### config.mk
export PLATFORM = sky130hd
export DESIGN_NAME = gray_run_ctrl_flat
export DESIGN_NICKNAME = d
export VERILOG_FILES = /design/src/rtl/gray_run_ctrl_pkg.sv /design/src/rtl/gray_run_ctrl_if.sv /design/src/rtl/gray_run_ctrl_lap_tracker.sv /design/src/rtl/gray_run_ctrl.sv /design/src/flat_wrapper.sv
export SDC_FILE = /design/constraint.sdc
export NUM_CORES = 1
export LEC_CHECK = 0
export BUFFER_PORTS_ARGS = -buffer_cell sky130_fd_sc_hd__buf_4
export CAP_MARGIN = 20
export CORE_UTILIZATION = 54
export DETAILED_ROUTE_END_ITERATION = 8
export PLACE_DENSITY_LB_ADDON = 0.15
export SYNTH_ARGS = -nofsm -noshare
export SYNTH_HDL_FRONTEND = slang
export SYNTH_SLANG_ARGS = --single-unit
export TNS_END_PERCENT = 10
### constraint.sdc
create_clock -name clk -period 2.82 [get_ports clk]
set_input_delay 0.423 -clock clk [delete_from_list [all_inputs] [get_ports clk]]
set_output_delay 0.423 -clock clk [all_outputs]
set_load 0.02 [all_outputs]
### src/rtl/gray_run_ctrl_pkg.sv
// gray_run_pkg: shared state encodings and default widths for gray_run_ctrl.
package gray_run_pkg;
    typedef enum logic [1:0] {
        ST_IDLE = 2'd0,
        ST_SYNC = 2'd1,
        ST_RUN  = 2'd2,
        ST_DONE = 2'd3
    } state_t;
    localparam int STEP_W_DEF = 8;
    localparam int LAP_W_DEF  = 4;
    localparam int CNT_W_DEF  = 3;
endpackage

### src/rtl/gray_run_ctrl_if.sv
// gray_run_ctrl_if: command/status and counter-side signals of gray_run_ctrl.
// fault exists only when GRAY_RUN_CTRL_CHECK_EN is defined.
interface gray_run_ctrl_if import gray_run_pkg::*; #(
    parameter int STEP_W = STEP_W_DEF,
    parameter int LAP_W  = LAP_W_DEF
);
    logic              start;
    logic [STEP_W-1:0] steps;
    logic              pause;
    logic              abort;
    logic              cnt_overflow;
    logic              cnt_en;
    logic              cnt_reset;
    logic              busy;
    logic              done;
    logic [STEP_W-1:0] remaining;
    logic [LAP_W-1:0]  laps;
`ifdef GRAY_RUN_CTRL_CHECK_EN
    logic              fault;
    modport master (output start, steps, pause, abort, cnt_overflow,
                    input cnt_en, cnt_reset, busy, done, remaining, laps, fault);
    modport slave  (input start, steps, pause, abort, cnt_overflow,
                    output cnt_en, cnt_reset, busy, done, remaining, laps, fault);
`else
    modport master (output start, steps, pause, abort, cnt_overflow,
                    input cnt_en, cnt_reset, busy, done, remaining, laps);
    modport slave  (input start, steps, pause, abort, cnt_overflow,
                    output cnt_en, cnt_reset, busy, done, remaining, laps);
`endif
endinterface

### src/rtl/gray_run_ctrl_lap_tracker.sv
// gray_lap_tracker: counter phase, saturating lap count and (GRAY_RUN_CTRL_CHECK_EN)
// a sticky check of the counter's overflow flag against the lap count.
module gray_lap_tracker import gray_run_pkg::*; #(
    parameter int LAP_W = LAP_W_DEF,
    parameter int CNT_W = CNT_W_DEF
) (
    input  logic             clk,
    input  logic             rst,
    input  logic             clear,
    input  logic             step,
`ifdef GRAY_RUN_CTRL_CHECK_EN
    input  logic             check,
    input  logic             cnt_overflow,
    output logic             fault,
`endif
    output logic [LAP_W-1:0] laps
);
    logic [CNT_W-1:0] phase;
    always_ff @(posedge clk or posedge rst) begin
        if (rst) begin
            phase <= '0;
            laps  <= '0;
        end else if (clear) begin
            phase <= '0;
            laps  <= '0;
        end else if (step) begin
            phase <= phase + 1'b1;
            if (&phase && !(&laps))
                laps <= laps + 1'b1;
        end
    end
`ifdef GRAY_RUN_CTRL_CHECK_EN
    // the counter's overflow and our lap count update on the same edge
    always_ff @(posedge clk or posedge rst) begin
        if (rst)
            fault <= 1'b0;
        else if (clear)
            fault <= 1'b0;
        else if (check && (cnt_overflow != (laps != '0)))
            fault <= 1'b1;
    end
`endif
endmodule

### src/rtl/gray_run_ctrl.sv
// gray_run_ctrl: arms and steps an external 3-bit gray counter for N enabled edges.
// Optional overflow checker with fault output under GRAY_RUN_CTRL_CHECK_EN.
module gray_run_ctrl import gray_run_pkg::*; #(
    parameter int STEP_W = STEP_W_DEF,
    parameter int LAP_W  = LAP_W_DEF,
    parameter int CNT_W  = CNT_W_DEF
) (
    input logic            clk,
    input logic            rst,
    gray_run_ctrl_if.slave bus
);
    state_t            state, state_nxt;
    logic [STEP_W-1:0] rem, rem_nxt;
    logic              accept, run_step, idle_like, busy_r, done_r;
    assign idle_like     = state == ST_IDLE || state == ST_DONE;
    assign accept        = bus.start && idle_like;
    assign run_step      = state == ST_RUN && !bus.pause && !bus.abort;
    assign bus.cnt_en    = run_step;
    assign bus.cnt_reset = state == ST_SYNC || (state == ST_RUN && bus.abort);
    assign bus.busy      = busy_r;
    assign bus.done      = done_r;
    assign bus.remaining = rem;
    always_comb begin
        rem_nxt   = accept ? bus.steps : run_step ? rem - 1'b1 : rem;
        state_nxt = accept ? (bus.steps != '0 ? ST_SYNC : ST_DONE)
                  : idle_like ? ST_IDLE
                  : bus.abort ? ST_IDLE
                  : state == ST_SYNC ? ST_RUN
                  : (run_step && rem == STEP_W'(1)) ? ST_DONE : ST_RUN;
    end
    // status flags are registered alongside the state they decode
    always_ff @(posedge clk or posedge rst) begin
        if (rst) begin
            state  <= ST_IDLE;
            rem    <= '0;
            busy_r <= 1'b0;
            done_r <= 1'b0;
        end else begin
            state  <= state_nxt;
            rem    <= rem_nxt;
            busy_r <= state_nxt == ST_SYNC || state_nxt == ST_RUN;
            done_r <= state_nxt == ST_DONE;
        end
    end
    gray_lap_tracker #(.LAP_W(LAP_W), .CNT_W(CNT_W)) u_laps (
        .clk          (clk),
        .rst          (rst),
        .clear        (accept),
        .step         (run_step),
`ifdef GRAY_RUN_CTRL_CHECK_EN
        .check        (state == ST_RUN || state == ST_DONE),
        .cnt_overflow (bus.cnt_overflow),
        .fault        (bus.fault),
`endif
        .laps         (bus.laps)
    );
endmodule

### src/flat_wrapper.sv
// flat-port wrapper written by rule: the top's interface ports become plain ports
module gray_run_ctrl_flat import gray_run_pkg::*;
#(
    parameter int STEP_W = STEP_W_DEF,
    parameter int LAP_W  = LAP_W_DEF,
    parameter int CNT_W  = CNT_W_DEF
)
  (clk, rst, bus_start, bus_steps, bus_pause, bus_abort, bus_cnt_overflow, bus_cnt_en, bus_cnt_reset, bus_busy, bus_done, bus_remaining, bus_laps);
  gray_run_ctrl_if #(.STEP_W(STEP_W), .LAP_W(LAP_W)) bus_i ();
  input logic clk;
  input logic rst;
  input wire logic [$bits(bus_i.start)-1:0] bus_start;
  input wire logic [$bits(bus_i.steps)-1:0] bus_steps;
  input wire logic [$bits(bus_i.pause)-1:0] bus_pause;
  input wire logic [$bits(bus_i.abort)-1:0] bus_abort;
  input wire logic [$bits(bus_i.cnt_overflow)-1:0] bus_cnt_overflow;
  output wire logic [$bits(bus_i.cnt_en)-1:0] bus_cnt_en;
  output wire logic [$bits(bus_i.cnt_reset)-1:0] bus_cnt_reset;
  output wire logic [$bits(bus_i.busy)-1:0] bus_busy;
  output wire logic [$bits(bus_i.done)-1:0] bus_done;
  output wire logic [$bits(bus_i.remaining)-1:0] bus_remaining;
  output wire logic [$bits(bus_i.laps)-1:0] bus_laps;
  assign bus_i.start = bus_start;
  assign bus_i.steps = bus_steps;
  assign bus_i.pause = bus_pause;
  assign bus_i.abort = bus_abort;
  assign bus_i.cnt_overflow = bus_cnt_overflow;
  assign bus_cnt_en = bus_i.cnt_en;
  assign bus_cnt_reset = bus_i.cnt_reset;
  assign bus_busy = bus_i.busy;
  assign bus_done = bus_i.done;
  assign bus_remaining = bus_i.remaining;
  assign bus_laps = bus_i.laps;
  gray_run_ctrl #(.STEP_W(STEP_W), .LAP_W(LAP_W), .CNT_W(CNT_W)) u_core (.clk(clk), .rst(rst), .bus(bus_i));
endmodule
After elaboration in Yosys (flattened, before gate mapping)
Index checks and enable logic that the tools add are counted.
{"block": "op_classes", "mux": 13, "eq_ne": 7, "add_sub_neg": 3, "n_reduce_logical": 19}
{"cell": "$mux 8", "count": 2}
{"cell": "$mux 4", "count": 3}
{"cell": "$mux 2", "count": 5}
{"cell": "$eq 2x2->1 const B", "count": 4}
{"cell": "$eq 8x1->1 const B", "count": 1}
{"cell": "$reduce_bool 8->1", "count": 1}
{"cell": "$sub 8x1->8 const B", "count": 1}
{"cell": "$logic_and 1x1->1", "count": 6}
{"cell": "$mux 3", "count": 2}
{"cell": "$add 4x1->4 const B", "count": 1}
{"cell": "$eq 2x1->1 const B", "count": 2}
{"cell": "$reduce_and 4->1", "count": 1}
{"cell": "$reduce_bool 2->1", "count": 2}
{"cell": "$add 3x1->3 const B", "count": 1}
{"cell": "$logic_not 1->1", "count": 3}
{"cell": "$logic_or 1x1->1", "count": 3}
{"cell": "$reduce_and 3->1", "count": 1}
{"cell": "$logic_not 2->1", "count": 1}
{"cell": "$reduce_and 2->1", "count": 1}
{"cell": "$mux 1", "count": 1}
{"block": "totals", "wordCells": 48, "reg_bits": 19}

Depth between registers and ports, before layout
{"block": "logic_depth", "ltp_word": 11, "ltp_mapped": 8, "depth_no_buf": 7}

Modules after synthesis
A second synthesis with hierarchy kept.
{"block": "unflattened", "hier_cells": 109, "hier_area_um2": 1118.6}
{"module": "gray_run_ctrl", "area_per_inst_um2": 729.4, "n_inst": 1, "cells_per_inst": 74, "seq_area_each_um2": 300.3}
{"module": "gray_lap_tracker", "area_per_inst_um2": 389.1, "n_inst": 1, "cells_per_inst": 35, "seq_area_each_um2": 175.2}

Worst setup path before layout
No wires, ideal clock.
{"block": "synth_timing", "path_type": "reg-to-reg", "start": "reg u_core.state[0]", "end": "reg u_core.busy_r, in the netlist u_core.bus.busy", "path_slack_ps": 855, "t_arrival_ps": 1839, "path_stages_with_launch": 9, "period_less_slack_ps": 1965, "t_required_ps": 2694, "path_cell_list": "dfrtp_1 -> inv_1 -> ha_1 -> or3b_1 -> buf_2 -> clkinv_1 -> nand4_1 -> o21ai_0 -> ha_1"}
{"block": "synth_between", "elab_chain_cells": 11, "elab_cells_between_ends": 17, "classes_between": "eq/ne: 5; mux: 5; reduce/logical: 7"}
{"item": "start: declaration", "line": "gray_run_ctrl.sv:12", "text": "state_t state, state_nxt;"}
{"item": "start signal: assignment", "line": "gray_run_ctrl.sv:39", "text": "state <= state_nxt;"}
{"item": "$eq 2x2->1 (*)", "line": "gray_run_ctrl.sv:17", "text": "assign run_step = state == ST_RUN && !bus.pause && !bus.abort;"}
{"item": "$logic_and 1x1->1 (*) (2 in a row)", "line": "gray_run_ctrl.sv:17"}
{"item": "named net bus_cnt_en", "line": "flat_wrapper.sv:17", "text": "output wire logic [$bits(bus_i.cnt_en)-1:0] bus_cnt_en;"}
{"item": "$logic_and 1x1->1 (*)", "line": "gray_run_ctrl.sv:29", "text": ": (run_step && rem == STEP_W'(1)) ? ST_DONE : ST_RUN;"}
{"item": "$mux 1 (*)", "line": "gray_run_ctrl.sv:29"}
{"item": "$mux 2 (*)", "line": "gray_run_ctrl.sv:28", "text": ": state == ST_SYNC ? ST_RUN"}
{"item": "$mux 2 (*)", "line": "gray_run_ctrl.sv:27", "text": ": bus.abort ? ST_IDLE"}
{"item": "$mux 2 (*)", "line": "gray_run_ctrl.sv:26", "text": ": idle_like ? ST_IDLE"}
{"item": "$mux 2 (*)", "line": "gray_run_ctrl.sv:25", "text": "state_nxt = accept ? (bus.steps != '0 ? ST_SYNC : ST_DONE)"}
{"item": "named net u_core.state_nxt[0]", "line": "gray_run_ctrl.sv:12"}
{"item": "$eq 2x1->1 or $eq 2x2->1 (tied branches)", "line": "gray_run_ctrl.sv:41", "text": "busy_r <= state_nxt == ST_SYNC || state_nxt == ST_RUN;"}
{"item": "$logic_or 1x1->1 (*)", "line": "gray_run_ctrl.sv:41"}
{"item": "end signal: assignment", "line": "gray_run_ctrl.sv:36", "text": "busy_r <= 1'b0;"}
{"item": "end signal: assignment", "line": "gray_run_ctrl.sv:41"}
{"item": "end: declaration", "line": "gray_run_ctrl.sv:14", "text": "logic accept, run_step, idle_like, busy_r, done_r;"}
Mark *: on every way through the listed nets, which the timed path passes. The rest lies on a longest branch.
A chain may end at the register's enable or synchronous reset.

Final worst setup path
{"block": "layout_timing", "start": "reg u_core.state[0]", "end": "out bus_cnt_en"}
{"block": "layout_between", "elab_chain_cells": 3}
{"item": "$eq 2x2->1", "line": "gray_run_ctrl.sv:17"}
{"item": "$logic_and 1x1->1 (2 in a row)", "line": "gray_run_ctrl.sv:17"}
{"item": "end: declaration", "line": "flat_wrapper.sv:17"}
No other way between the ends.

==> results.py <==
metrics = {
    "outcome": {
        "outcome": "finished clean",
    },
    "setup_path": {
        "nature_of_the_critical_path_startpoint": "flip-flop",
        "cp-endpoint": "bus_cnt_en",
        "reg2reg_setup_slack_ns": 0.67,
        "reg2regPathDepth": 7,
        "timing.critical_path.fanout_max": 9,
        "critical_path_arrival_ns": 1.92,
        "path_cells": "inv_1 > ha_1 > or3b_1 > clkinv_1 > buf_4",
        "regToRegStartpoint": "u_core.state[0]",
        "worstSetupEndpointType": "primary output",
        "max_stage_delay_ns": 0.52,
        "startpoint": "u_core.state[0]",
        "worst_path_max_delay_cell": "or3b_1",
        "rr_endpoint": "u_core.bus.busy",
        "criticalPathCategory": "flip-flop to primary output",
        "timing.critical_path.required_ns": 2.40,
    },
    "placement": {
        "post_dp_cell_area_um2": 1269,
        "place_congestion": 0.8161,
        "post-dp-hpwl_um": 1783,
        "buffer_ports.inserted": 28,
    },
    "yosys": {
        "syn_inst": 106,
        "number_of_enable_type_register_cells_in_the_synthesized_netlist": 0,
        "synth.yosys.seq_area_share_pct": 45.73,
        "asyncSetResetFlopFracSynth_pct": 100.0,
        "synth.cell_area_um2": 1040,
        "synthesis.nets": 128,
        "muxShareOfSynthArea_pct": 2.046,
        "syn_area_per_cell_um2": 9.809,
        "synthSimpleGateAreaFrac_pct": 22.86,
        "synth.distinct_cells": 34,
        "yosys_register_bits": 19,
        "yosys.area_share.adder_pct": 9.627,
        "synth_flop_cell": "dfrtp_1",
        "post_synth_xor_area_fraction_pct": 2.527,
        "yosysWarnings": 0,
        "largest_family_of_logic_cells_by_synthesized_area": "simple AND/OR/NAND/NOR gates",
        "complex_gate_fraction_of_the_synthesized_area_pct": 13.84,
    },
    "timing": {
        "max_slew.worst_pin.slew_ns": 0.7186,
        "timing.slew.headroom_pct": 52.04,
        "fin_crit_ns": 2.343,
        "finalSetupViolations": 0,
        "fin_skew_ns": 0.003903,
        "finalMaxSlewViolations": 0,
        "max_clock_freq_mhz": 426.8,
        "grt_setup_unrepaired": "false",
        "setup-tns-final_ns": 0,
        "final_hold_viol_count": 0,
        "final_min_period_over_clock_period_pct": 83.09,
    },
    "cts": {
        "cts.sinks": 19,
        "tritoncts_clock_tree": "done",
        "numCtsBuffers": 3,
        "clk_path_buf_depth": 2,
        "cts_resized": 0,
        "postCtsHoldBufs": 0,
        "cts_htree_levels": 1,
        "cts_setup_buffers": 0,
        "clock-root-buffer": "clkbuf_4",
        "clkSlewWorstSetupHoldPaths_ns": 0.11,
        "clock_latency_ns": 0.30,
    },
    "run": {
        "timing.max_cap.violations": 0,
    },
    "finish": {
        "finish.instance_area_um2": 1295,
        "num_antenna_cells": 0,
        "synthToLayoutAreaGrowth_pct": 24.55,
        "n_fill_cell": 159,
        "final_common_cell": "buf_4",
        "mostFrequentLayoutCells": "buf_4 (28), dfrtp_1 (19), nor2_1 (11), o21ai_0 (8), ha_1 (8)",
        "design.final.nets": 158,
        "drive_above_1_share_pct": 23.70,
    },
    "detailed_routing": {
        "vias": 944,
        "vias_per_cell": 5.900,
        "routed_wire_length_per_instance_um": 14.68,
        "drt_drc_violations_left": 0,
        "detail_route.iter0.violations": 13,
        "drt_pre_antenna_iters": 4,
        "drt.antenna.violating_nets": 0,
        "wl_um": 2349,
    },
    "power": {
        "power_density_nw_per_um2": 864.1,
        "vdd_drop_max_v": 0.0006497,
        "power_leakage_uw": 0.0005965,
    },
    "floorplanning": {
        "floorplan.core_area_um2": 1764,
        "floorplan.io_pins": 30,
        "die_w_um": 45.88,
        "die_area_um2": 2105,
        "die_boundary_height_um": 45.88,
        "rows": 15,
        "initial_utilization_pct": 58.94,
    },
    "hold_path": {
        "min-delay-path-class": "input pin to async pin",
    },
    "global_routing": {
        "grt_use_total_pct": 25.64,
        "antenna_violations_before_repair": 0,
        "grt_overflow": 0,
        "wire_length_of_the_first_global_routing_pass_um": 3746,
        "grt_max_degree": 20,
        "grt_pass1_vias": 814,
    },
}
kinds of logic after synthesis:
kind of cell	count (synthesis)
simple gates	41
flops	19
buf+inv	9
fa+ha+maj	8
xor+xnor	3
compound gates	24
mux	2
metrics by stage:
step / hold WS [ns] / power, uW / worst slack (ns) / cells / utilization [%]
5_1_grt: 0.2919 / 1196 / 0.3932 / 160 / 73.40
6_report: 0.2361 / 1119 / 0.4769 / 160 / 73.40
2_1_floorplan: 0.3741 / 771.8 / 0.8551 / 106 / -
3_3_place_gp: 0.5067 / 956.1 / 0.7286 / 156 / 71.91
3_5_place_dp: 0.5237 / 984.9 / 0.6901 / 156 / 71.91
4_1_cts: 0.2648 / 1121 / 0.4766 / 160 / 73.40
worst max-delay path: cells and delay by family, from the launching register on:
kind	cells	cell delay (ns)
adders and majority gates	1	0.22
DFF	1	0.40
and+or+nand+nor	1	0.52
buffers and inverters	3	0.48
worst min-delay path by stage:
stage,start,endpoint,cells after the start
CTS,rst,u_core.bus.remaining[6],2
floorplan,rst,u_core.bus.busy,1
global placement,u_core.u_laps.laps[3],u_core.u_laps.laps[3],1
global route,rst,u_core.bus.remaining[6],2
finish,rst,u_core.bus.busy,2
detailed placement,u_core.u_laps.phase[1],u_core.u_laps.phase[1],2
registers in the layout, indices dropped and copies added (netlist names):
name	flops
u_core.bus.remaining	8
u_core.bus.done	1
u_core.state	2
u_core.u_laps.laps	4
u_core.u_laps.phase	3
u_core.bus.busy	1
power breakdown:
part / switching [uW] / internal [uW]
registers: 96.7 / 358
clock network: 83.7 / 55.1
logic: 305 / 220
synth_stat cells (2+ instances only):
cell type	count	area [um^2]
inv_1	5	18.77
ha_1	8	100.1
clkbuf_1	2	7.510
dfrtp_1	19	475.5
xnor2_1	2	17.52
nand4_1	2	12.51
nand2_1	7	26.28
a31oi_1	5	31.28
nor3_1	2	10.01
a21oi_1	5	25.02
o21ai_0	8	40.04
nor2_1	11	41.29
nand4bb_1	2	22.52
o31ai_1	2	15.01
or3_1	4	25.02
or4_1	4	30.03
per-layer routing:
metal / GRT usage, % / vias up / wire length, um
li1: - / 452 / -
met4: 9.412 / 0 / 19
met5: 0 / - / 0
met3: 3.968 / 2 / 99
met1: 34.41 / 455 / 1039
met2: 41.41 / 35 / 1191
area by class of cell:
type / count / area (um^2) / share of cell area [%]
multi-input combinational: 78 / 529.3 / 40.87
sequential: 19 / 475.5 / 36.72
timing repair buffer: 28 / 210.2 / 16.23
tap: 25 / 31.28 / 2.415
clock buffer: 4 / 26.28 / 2.029
inverter: 6 / 22.52 / 1.739
(Power assumes the default switching activity.)
